<file path="src/rtl/pd_gpio_seq_pkg.sv">
// Shared types and constants for the GPIO (PIO) command sequencer:
// command opcodes, FSM states, PIO register map and the bus-cycle bundle.
package pd_gpio_seq_pkg;

  // Command opcodes as presented on cmd_op.
  typedef enum logic [1:0] {
    OP_WRITE     = 2'd0,
    OP_SET       = 2'd1,
    OP_CLEAR     = 2'd2,
    OP_WAIT_EDGE = 2'd3
  } op_e;

  // Sequencer states.
  typedef enum logic [2:0] {
    ST_IDLE = 3'd0,
    ST_WR   = 3'd1,
    ST_RD   = 3'd2,
    ST_RDW  = 3'd3,
    ST_GAP  = 3'd4,
    ST_CLR  = 3'd5,
    ST_RSP  = 3'd6
  } state_e;

  // PIO register map.
  localparam logic [2:0] ADDR_DATA = 3'd0;
  localparam logic [2:0] ADDR_EDGE = 3'd3;
  localparam logic [2:0] ADDR_SET  = 3'd4;
  localparam logic [2:0] ADDR_CLR  = 3'd5;

  // Writing all ones to the edge-capture register clears every capture bit.
  localparam logic [31:0] EDGE_CLEAR_ALL = 32'hFFFF_FFFF;

  // One bus cycle worth of master-side signals.
  typedef struct packed {
    logic [2:0]  address;
    logic        chipselect;
    logic        write_n;
    logic [31:0] writedata;
  } avm_cmd_t;

  localparam avm_cmd_t AVM_IDLE = '{
    address:    3'd0,
    chipselect: 1'b0,
    write_n:    1'b1,
    writedata:  32'd0
  };

  // Register targeted by a write-type command.
  function automatic logic [2:0] op_addr(input op_e op);
    logic [2:0] addr;
    unique case (op)
      OP_SET:   addr = ADDR_SET;
      OP_CLEAR: addr = ADDR_CLR;
      default:  addr = ADDR_DATA;
    endcase
    return addr;
  endfunction

endpackage

</file>
<file path="src/rtl/pd_gpio_seq_timer.sv">
// Counters for the sequencer: a saturating elapsed-cycle counter for the
// WAIT_EDGE timeout and a poll-gap counter that paces edge-capture reads.
module pd_gpio_seq_timer
  import pd_gpio_seq_pkg::*;
#(
  parameter int TIMEOUT_CYCLES = 1024,
  parameter int POLL_GAP       = 4
) (
  input  logic clk,
  input  logic reset,
  input  logic start,            // zero the elapsed counter (command accepted)
  input  logic tick,             // advance the elapsed counter this cycle
  input  logic gap_run,          // sequencer is sitting in the poll gap
  output logic gap_expired,      // current cycle is the last gap cycle
  output logic timeout_expired   // elapsed has reached TIMEOUT_CYCLES
);

  localparam int TW = $clog2(TIMEOUT_CYCLES + 1);
  localparam int GW = $clog2(POLL_GAP + 1);

  localparam logic [TW-1:0] T_LIMIT  = TW'(TIMEOUT_CYCLES);
  localparam logic [GW-1:0] GAP_LAST = GW'(POLL_GAP - 1);

  logic [TW-1:0] elapsed;
  logic [GW-1:0] gap_cnt;

  // Elapsed counter: cleared on acceptance, counts up and sticks at the limit.
  always_ff @(posedge clk) begin
    // NOTE: state registers use non-blocking assignments so every flop
    // samples pre-edge values regardless of block ordering.
    if (reset) begin
      elapsed <= '0;
    end else if (start) begin
      elapsed <= '0;
    end else if (tick && (elapsed != T_LIMIT)) begin
      elapsed <= elapsed + TW'(1);
    end
  end

  // Gap counter: runs only while in the gap, self-clears on its last cycle.
  always_ff @(posedge clk) begin
    if (reset) begin
      gap_cnt <= '0;
    end else if (gap_run && !gap_expired) begin
      gap_cnt <= gap_cnt + GW'(1);
    end else begin
      gap_cnt <= '0;
    end
  end

  assign gap_expired     = gap_run && (gap_cnt == GAP_LAST);
  assign timeout_expired = (elapsed >= T_LIMIT);

endmodule

</file>
<file path="src/rtl/pd_gpio_sequencer.sv">
// Command sequencer for an Avalon-MM PIO: turns WRITE/SET/CLEAR commands
// into single register writes and WAIT_EDGE into a paced poll of the
// edge-capture register, clearing captures on a hit or timing out.
module pd_gpio_sequencer
  import pd_gpio_seq_pkg::*;
#(
  parameter int TIMEOUT_CYCLES = 1024,
  parameter int POLL_GAP       = 4
) (
  input  logic        clk,
  input  logic        reset,
  input  logic        cmd_valid,
  output logic        cmd_ready,
  input  logic [1:0]  cmd_op,
  input  logic [31:0] cmd_data,
  output logic [2:0]  avm_address,
  output logic        avm_chipselect,
  output logic        avm_write_n,
  output logic [31:0] avm_writedata,
  input  logic [31:0] avm_readdata,
  output logic        rsp_valid,
  output logic        rsp_timeout,
  output logic [31:0] rsp_edges,
  output logic        busy
);

  state_e      state;
  state_e      state_next;
  op_e         op_q;
  logic [31:0] data_q;         // write value or WAIT_EDGE mask
  logic [31:0] edge_q;         // edge-capture value sampled in RDW
  logic [31:0] rsp_edges_q;
  logic        rsp_timeout_q;
  avm_cmd_t    bus;

  logic accept;
  logic edge_hit;
  logic gap_expired;
  logic timeout_expired;

  assign accept   = cmd_valid && (state == ST_IDLE);
  assign edge_hit = (avm_readdata & data_q) != 32'd0;

  pd_gpio_seq_timer #(
    .TIMEOUT_CYCLES (TIMEOUT_CYCLES),
    .POLL_GAP       (POLL_GAP)
  ) u_timer (
    .clk             (clk),
    .reset           (reset),
    .start           (accept),
    .tick            (state != ST_IDLE),
    .gap_run         (state == ST_GAP),
    .gap_expired     (gap_expired),
    .timeout_expired (timeout_expired)
  );

  // State register; reset abandons any command in flight.
  always_ff @(posedge clk) begin
    if (reset) begin
      state <= ST_IDLE;
    end else begin
      state <= state_next;
    end
  end

  // Next-state logic. A hit wins over a timeout reached in the same RDW cycle.
  always_comb begin
    // NOTE: default first so every path assigns state_next and no latch forms.
    state_next = state;
    unique case (state)
      ST_IDLE: begin
        if (accept) begin
          if (op_e'(cmd_op) == OP_WAIT_EDGE) begin
            state_next = (cmd_data == 32'd0) ? ST_RSP : ST_RD;
          end else begin
            state_next = ST_WR;
          end
        end
      end
      ST_WR:  state_next = ST_RSP;
      ST_RD:  state_next = ST_RDW;
      ST_RDW: begin
        if (edge_hit) begin
          state_next = ST_CLR;
        end else if (timeout_expired) begin
          state_next = ST_RSP;
        end else begin
          state_next = ST_GAP;
        end
      end
      ST_GAP: begin
        if (gap_expired) begin
          state_next = ST_RD;
        end
      end
      ST_CLR:  state_next = ST_RSP;
      ST_RSP:  state_next = ST_IDLE;
      default: state_next = ST_IDLE;
    endcase
  end

  // Command latch and edge-capture sample.
  always_ff @(posedge clk) begin
    if (reset) begin
      op_q   <= OP_WRITE;
      data_q <= '0;
      edge_q <= '0;
    end else begin
      if (accept) begin
        op_q   <= op_e'(cmd_op);
        data_q <= cmd_data;
      end
      if (state == ST_RDW) begin
        edge_q <= avm_readdata;
      end
    end
  end

  // Response fields: loaded on the way into RSP and held until the next one.
  always_ff @(posedge clk) begin
    if (reset) begin
      rsp_timeout_q <= 1'b0;
      rsp_edges_q   <= '0;
    end else if ((state_next == ST_RSP) && (state != ST_RSP)) begin
      // Only the RDW->RSP path is a timeout; only CLR->RSP carries edges.
      rsp_timeout_q <= (state == ST_RDW);
      rsp_edges_q   <= (state == ST_CLR) ? edge_q : 32'd0;
    end
  end

  // Bus cycle driven in the current state; idle bus everywhere else.
  always_comb begin
    bus = AVM_IDLE;
    unique case (state)
      ST_WR: begin
        bus.address    = op_addr(op_q);
        bus.chipselect = 1'b1;
        bus.write_n    = 1'b0;
        bus.writedata  = data_q;
      end
      ST_RD: begin
        bus.address    = ADDR_EDGE;
        bus.chipselect = 1'b1;
      end
      ST_CLR: begin
        bus.address    = ADDR_EDGE;
        bus.chipselect = 1'b1;
        bus.write_n    = 1'b0;
        bus.writedata  = EDGE_CLEAR_ALL;
      end
      default: bus = AVM_IDLE;
    endcase
  end

  assign avm_address    = bus.address;
  assign avm_chipselect = bus.chipselect;
  assign avm_write_n    = bus.write_n;
  assign avm_writedata  = bus.writedata;

  assign cmd_ready   = (state == ST_IDLE);
  assign busy        = (state != ST_IDLE);
  assign rsp_valid   = (state == ST_RSP);
  assign rsp_timeout = rsp_timeout_q;
  assign rsp_edges   = rsp_edges_q;

endmodule

</file>
<file path="config.mk">
export PLATFORM = sky130hd
export DESIGN_NAME = pd_gpio_sequencer
export DESIGN_NICKNAME = d
export VERILOG_FILES = /design/src/rtl/pd_gpio_seq_pkg.sv /design/src/rtl/pd_gpio_seq_timer.sv /design/src/rtl/pd_gpio_sequencer.sv
export SDC_FILE = /design/constraint.sdc
export NUM_CORES = 1
export LEC_CHECK = 0
export CAP_MARGIN = 20
export CORE_UTILIZATION = 40
export CTS_CLUSTER_DIAMETER = 200
export DETAILED_ROUTE_END_ITERATION = 10
export PLACE_DENSITY = 0.68
export SYNTH_ARGS = -nofsm -noshare
export SYNTH_HDL_FRONTEND = slang
export SYNTH_SLANG_ARGS = --single-unit
</file>
<file path="constraint.sdc">
create_clock -name clk -period 3.3 [get_ports clk]
set_input_delay 0.825 -clock clk [delete_from_list [all_inputs] [get_ports clk]]
set_output_delay 0.825 -clock clk [all_outputs]
set_load 0.005 [all_outputs]
</file>
==> insert_results.sql <==
INSERT INTO impl_metrics (metric_group, metric, value, unit) VALUES
('run_status', 'run_status', 'completed', ''),
('yosys', 'post_synth.cell_area_avg', '7.53', 'µm²'),
('clock_tree', 'post_cts_buffers', '0', ''),
('yosys', 'synth.area.mux_share', '0', ''),
('cells_and_area', 'final_cell_count_no_fill', '1027', ''),
('yosys', 'unique_masters_post_synth', '37', ''),
('detailed_routing', 'met3_length', '1000', 'µm'),
('yosys', 'share_of_the_synthesized_netlist_area_taken_by_xor_and_xnor_gates', '0.0145', ''),
('yosys', 'synth_top_flop_cell', 'dfxtp_1', ''),
('grt', 'grt_overflow_total', '0', ''),
('critical_path', 'criticalPathCategory', 'reg2out', ''),
('timing', 'hold_viol_final', '0', ''),
('yosys', 'netlist_area', '5440', 'µm²'),
('clock_tree', 'cts_tree', 'yes', ''),
('cells_and_area', 'area_growth_syn_to_layout', '38.7', '%'),
('timing', 'finalSetupViolations', '0', ''),
('clock_tree', 'post_cts.resized_instances', '0', ''),
('timing', 'max_freq', '0.319', 'GHz'),
('job', 'timing.max_cap.violations', '0', ''),
('detailed_routing', 'met2_wl_post_dr', '7730', 'µm'),
('min_path', 'min_from', 'u_timer.gap_cnt[0]', ''),
('critical_path', 'worst_path_largest_cell_delay', '590', 'ps'),
('clock_tree', 'clkLatencyLatePin', '410', 'ps'),
('placement', 'gp_congestion', '0.881', ''),
('critical_path', 'crit-reg2reg-capture', 'state[1]', ''),
('clock_tree', 'clock_tree.htree_level_count', '4', ''),
('floorplanning', 'die_h', '119', 'µm'),
('floorplanning', 'coreArea', '13200', 'µm²'),
('timing', 'worst_slew_margin_rel', '0.591', ''),
('grt', 'number_of_global_route_vias_before_repair', '5219', ''),
('detailed_routing', 'ant_nets', '0', ''),
('clock_tree', 'cts_buffer_depth', '2', ''),
('timing', 'setup_repair_after_global_routing_missed_its_margin', 'false', ''),
('cells_and_area', 'design.final.nets', '913', ''),
('critical_path', 'critical_path_cell_count', '4', ''),
('cells_and_area', 'layout-drive-gt1-share', '0.0599', ''),
('min_path', 'min_path_type', 'reg2reg', ''),
('pwr', 'sum_of_internal_switching_and_leakage_power', '4.22', 'mW'),
('detailed_routing', 'top_signal_layer_used', 'met4', ''),
('pwr', 'leak_pwr', '2.65', 'nW'),
('critical_path', 'critPathArrivalTime', '2310', 'ps'),
('placement', 'dp_cells', '996', ''),
('clock_tree', 'clkSinkCount', '116', ''),
('timing', 'skew', '10.0', 'ps'),
('cells_and_area', 'num-fill-cells', '1250', ''),
('timing', 'final-max-slew-violation-count', '0', ''),
('timing', 'timing.final.crit_period', '3140', 'ps'),
('pwr', 'highest_ir_drop_seen_on_vdd', '349', 'µV'),
('critical_path', 'required', '2470', 'ps'),
('yosys', 'number_of_register_bits_inferred_by_synthesis', '116', ''),
('yosys', 'main_combinational_cell_family_by_area_after_synthesis', 'simple AND/OR/NAND/NOR gates', ''),
('floorplanning', 'ios', '142', ''),
('critical_path', 'ff2ff_setup_slack', '1040', 'ps'),
('detailed_routing', 'drt_iter0_markers', '445', ''),
('timing', 'finalCritPeriodShare', '0.951', ''),
('detailed_routing', 'route.vias.total', '5590', ''),
('yosys', 'synth_adder_area_share', '0.0115', ''),
('timing', 'setup_tns', '0', 'ps'),
('floorplanning', 'initial_utilization', '0.411', ''),
('critical_path', 'critical_path_peak_fanout', '19', ''),
('yosys', 'synth-compound-area-share', '0.152', ''),
('min_path', 'whs_endpoint', 'u_timer.gap_cnt[0]', ''),
('placement', 'postPlaceCellArea', '6950', 'µm²'),
('yosys', 'synth_async_sr_flop_share', '0', ''),
('cells_and_area', 'post-route-cell-area', '7550', 'µm²'),
('min_path', 'worstHoldPathCells', '1', ''),
('critical_path', 'end_kind', 'primary output', ''),
('detailed_routing', 'drt_first_pass_iters', '6', ''),
('yosys', 'mappedNetlistNets', '797', ''),
('yosys', 'synth_warnings', '0', ''),
('yosys', 'count_of_flip_flops_with_a_built_in_enable_after_synthesis', '0', '');
-- registers in the layout, indices dropped and copies added, names as in the netlist --
register,count
rsp_timeout,1
op_q,2
u_timer.gap_cnt,3
state,3
rsp_edges,32
u_timer.elapsed,11
data_q,32
edge_q,32
-- cells by family (layout without fill, tap and decap cells) --
group | after synthesis | in the layout
compound gates | 132 | 132
simple gates | 391 | 391
flops | 116 | 116
xor+xnor | 9 | 9
fa+ha+maj | 5 | 5
buf+inv | 70 | 198
-- layout by cell type, fill, tap and decap left out, types with 2 or more instances in the layout --
cell	count
clkbuf_8	5
bufinv_16	2
xor2_1	5
nand4_1	7
inv_1	11
buf_4	15
a221oi_1	8
nand3_1	38
and3_1	2
nand2b_1	2
clkinv_2	3
clkdlybuf4s50_1	140
or3_1	4
nor2_1	82
nand3b_1	32
nand2_1	173
ha_1	5
xnor2_1	4
nor3_1	3
nor3b_1	32
a22o_1	8
o21ai_0	6
a21oi_1	70
clkinvlp_4	2
dfxtp_1	116
nor4_1	9
o31ai_1	33
clkbuf_16	17
-- how the worst max path moves through the flow --
stage,to,from,slack (ps)
finish,avm_writedata[29],state[0],160
global route,avm_writedata[8],state[2],40
global placement,rsp_edges[21],avm_readdata[14],370
detailed placement,rsp_edges[2],avm_readdata[14],350
floorplan,avm_chipselect,state[1],1110
CTS,avm_writedata[29],state[0],180
-- layout make-up --
class | instances | area, µm² | share of cell area
clock buffers | 23 | 498 | 0.0660
clock inverters | 8 | 98.8 | 0.0131
inverters | 11 | 41.3 | 0.00547
multi-input cells | 537 | 2840 | 0.376
flip-flops and latches | 116 | 2320 | 0.308
well taps | 176 | 220 | 0.0292
repair buffers | 156 | 1530 | 0.203
-- through the flow --
stage / worst slack (ps) / hold WS (ps)
2_1_floorplan: 1110 / 399
3_3_place_gp: 371 / 408
3_5_place_dp: 354 / 415
4_1_cts: 178 / 422
5_1_grt: 38.0 / 446
6_report: 161 / 420
-- Yosys cell counts (5+ instances only) --
cell type | instances | area share
nand2_1 | 173 | 0.12
dfxtp_1 | 116 | 0.43
nor2_1 | 83 | 0.057
a21oi_1 | 71 | 0.065
clkbuf_1 | 44 | 0.030
nand3_1 | 38 | 0.035
o31ai_1 | 33 | 0.046
nand3b_1 | 32 | 0.044
nor3b_1 | 32 | 0.044
inv_1 | 11 | 0.0076
nor4_1 | 9 | 0.010
a221oi_1 | 8 | 0.013
a22o_1 | 8 | 0.013
buf_1 | 8 | 0.0055
nand4_1 | 7 | 0.0080
o21ai_0 | 6 | 0.0055
ha_1 | 5 | 0.011
xor2_1 | 5 | 0.0080
-- layer usage --
metal / GRT usage / up-vias
met5: 0 / -
met4: 0.0767 / 0
met3: 0.0502 / 26
met2: 0.377 / 229
met1: 0.335 / 2625
li1: - / 2710
-- report_power, final --
group          leakage [nW]  switching (mW)  internal, mW  total [mW]
clock                 0.291           0.634          1.20        1.84
sequential            0.940          0.0743          1.47        1.55
combinational          1.42           0.511         0.323       0.835
total                  2.65            1.22          3.00        4.22
(Power assumes the default switching activity.)
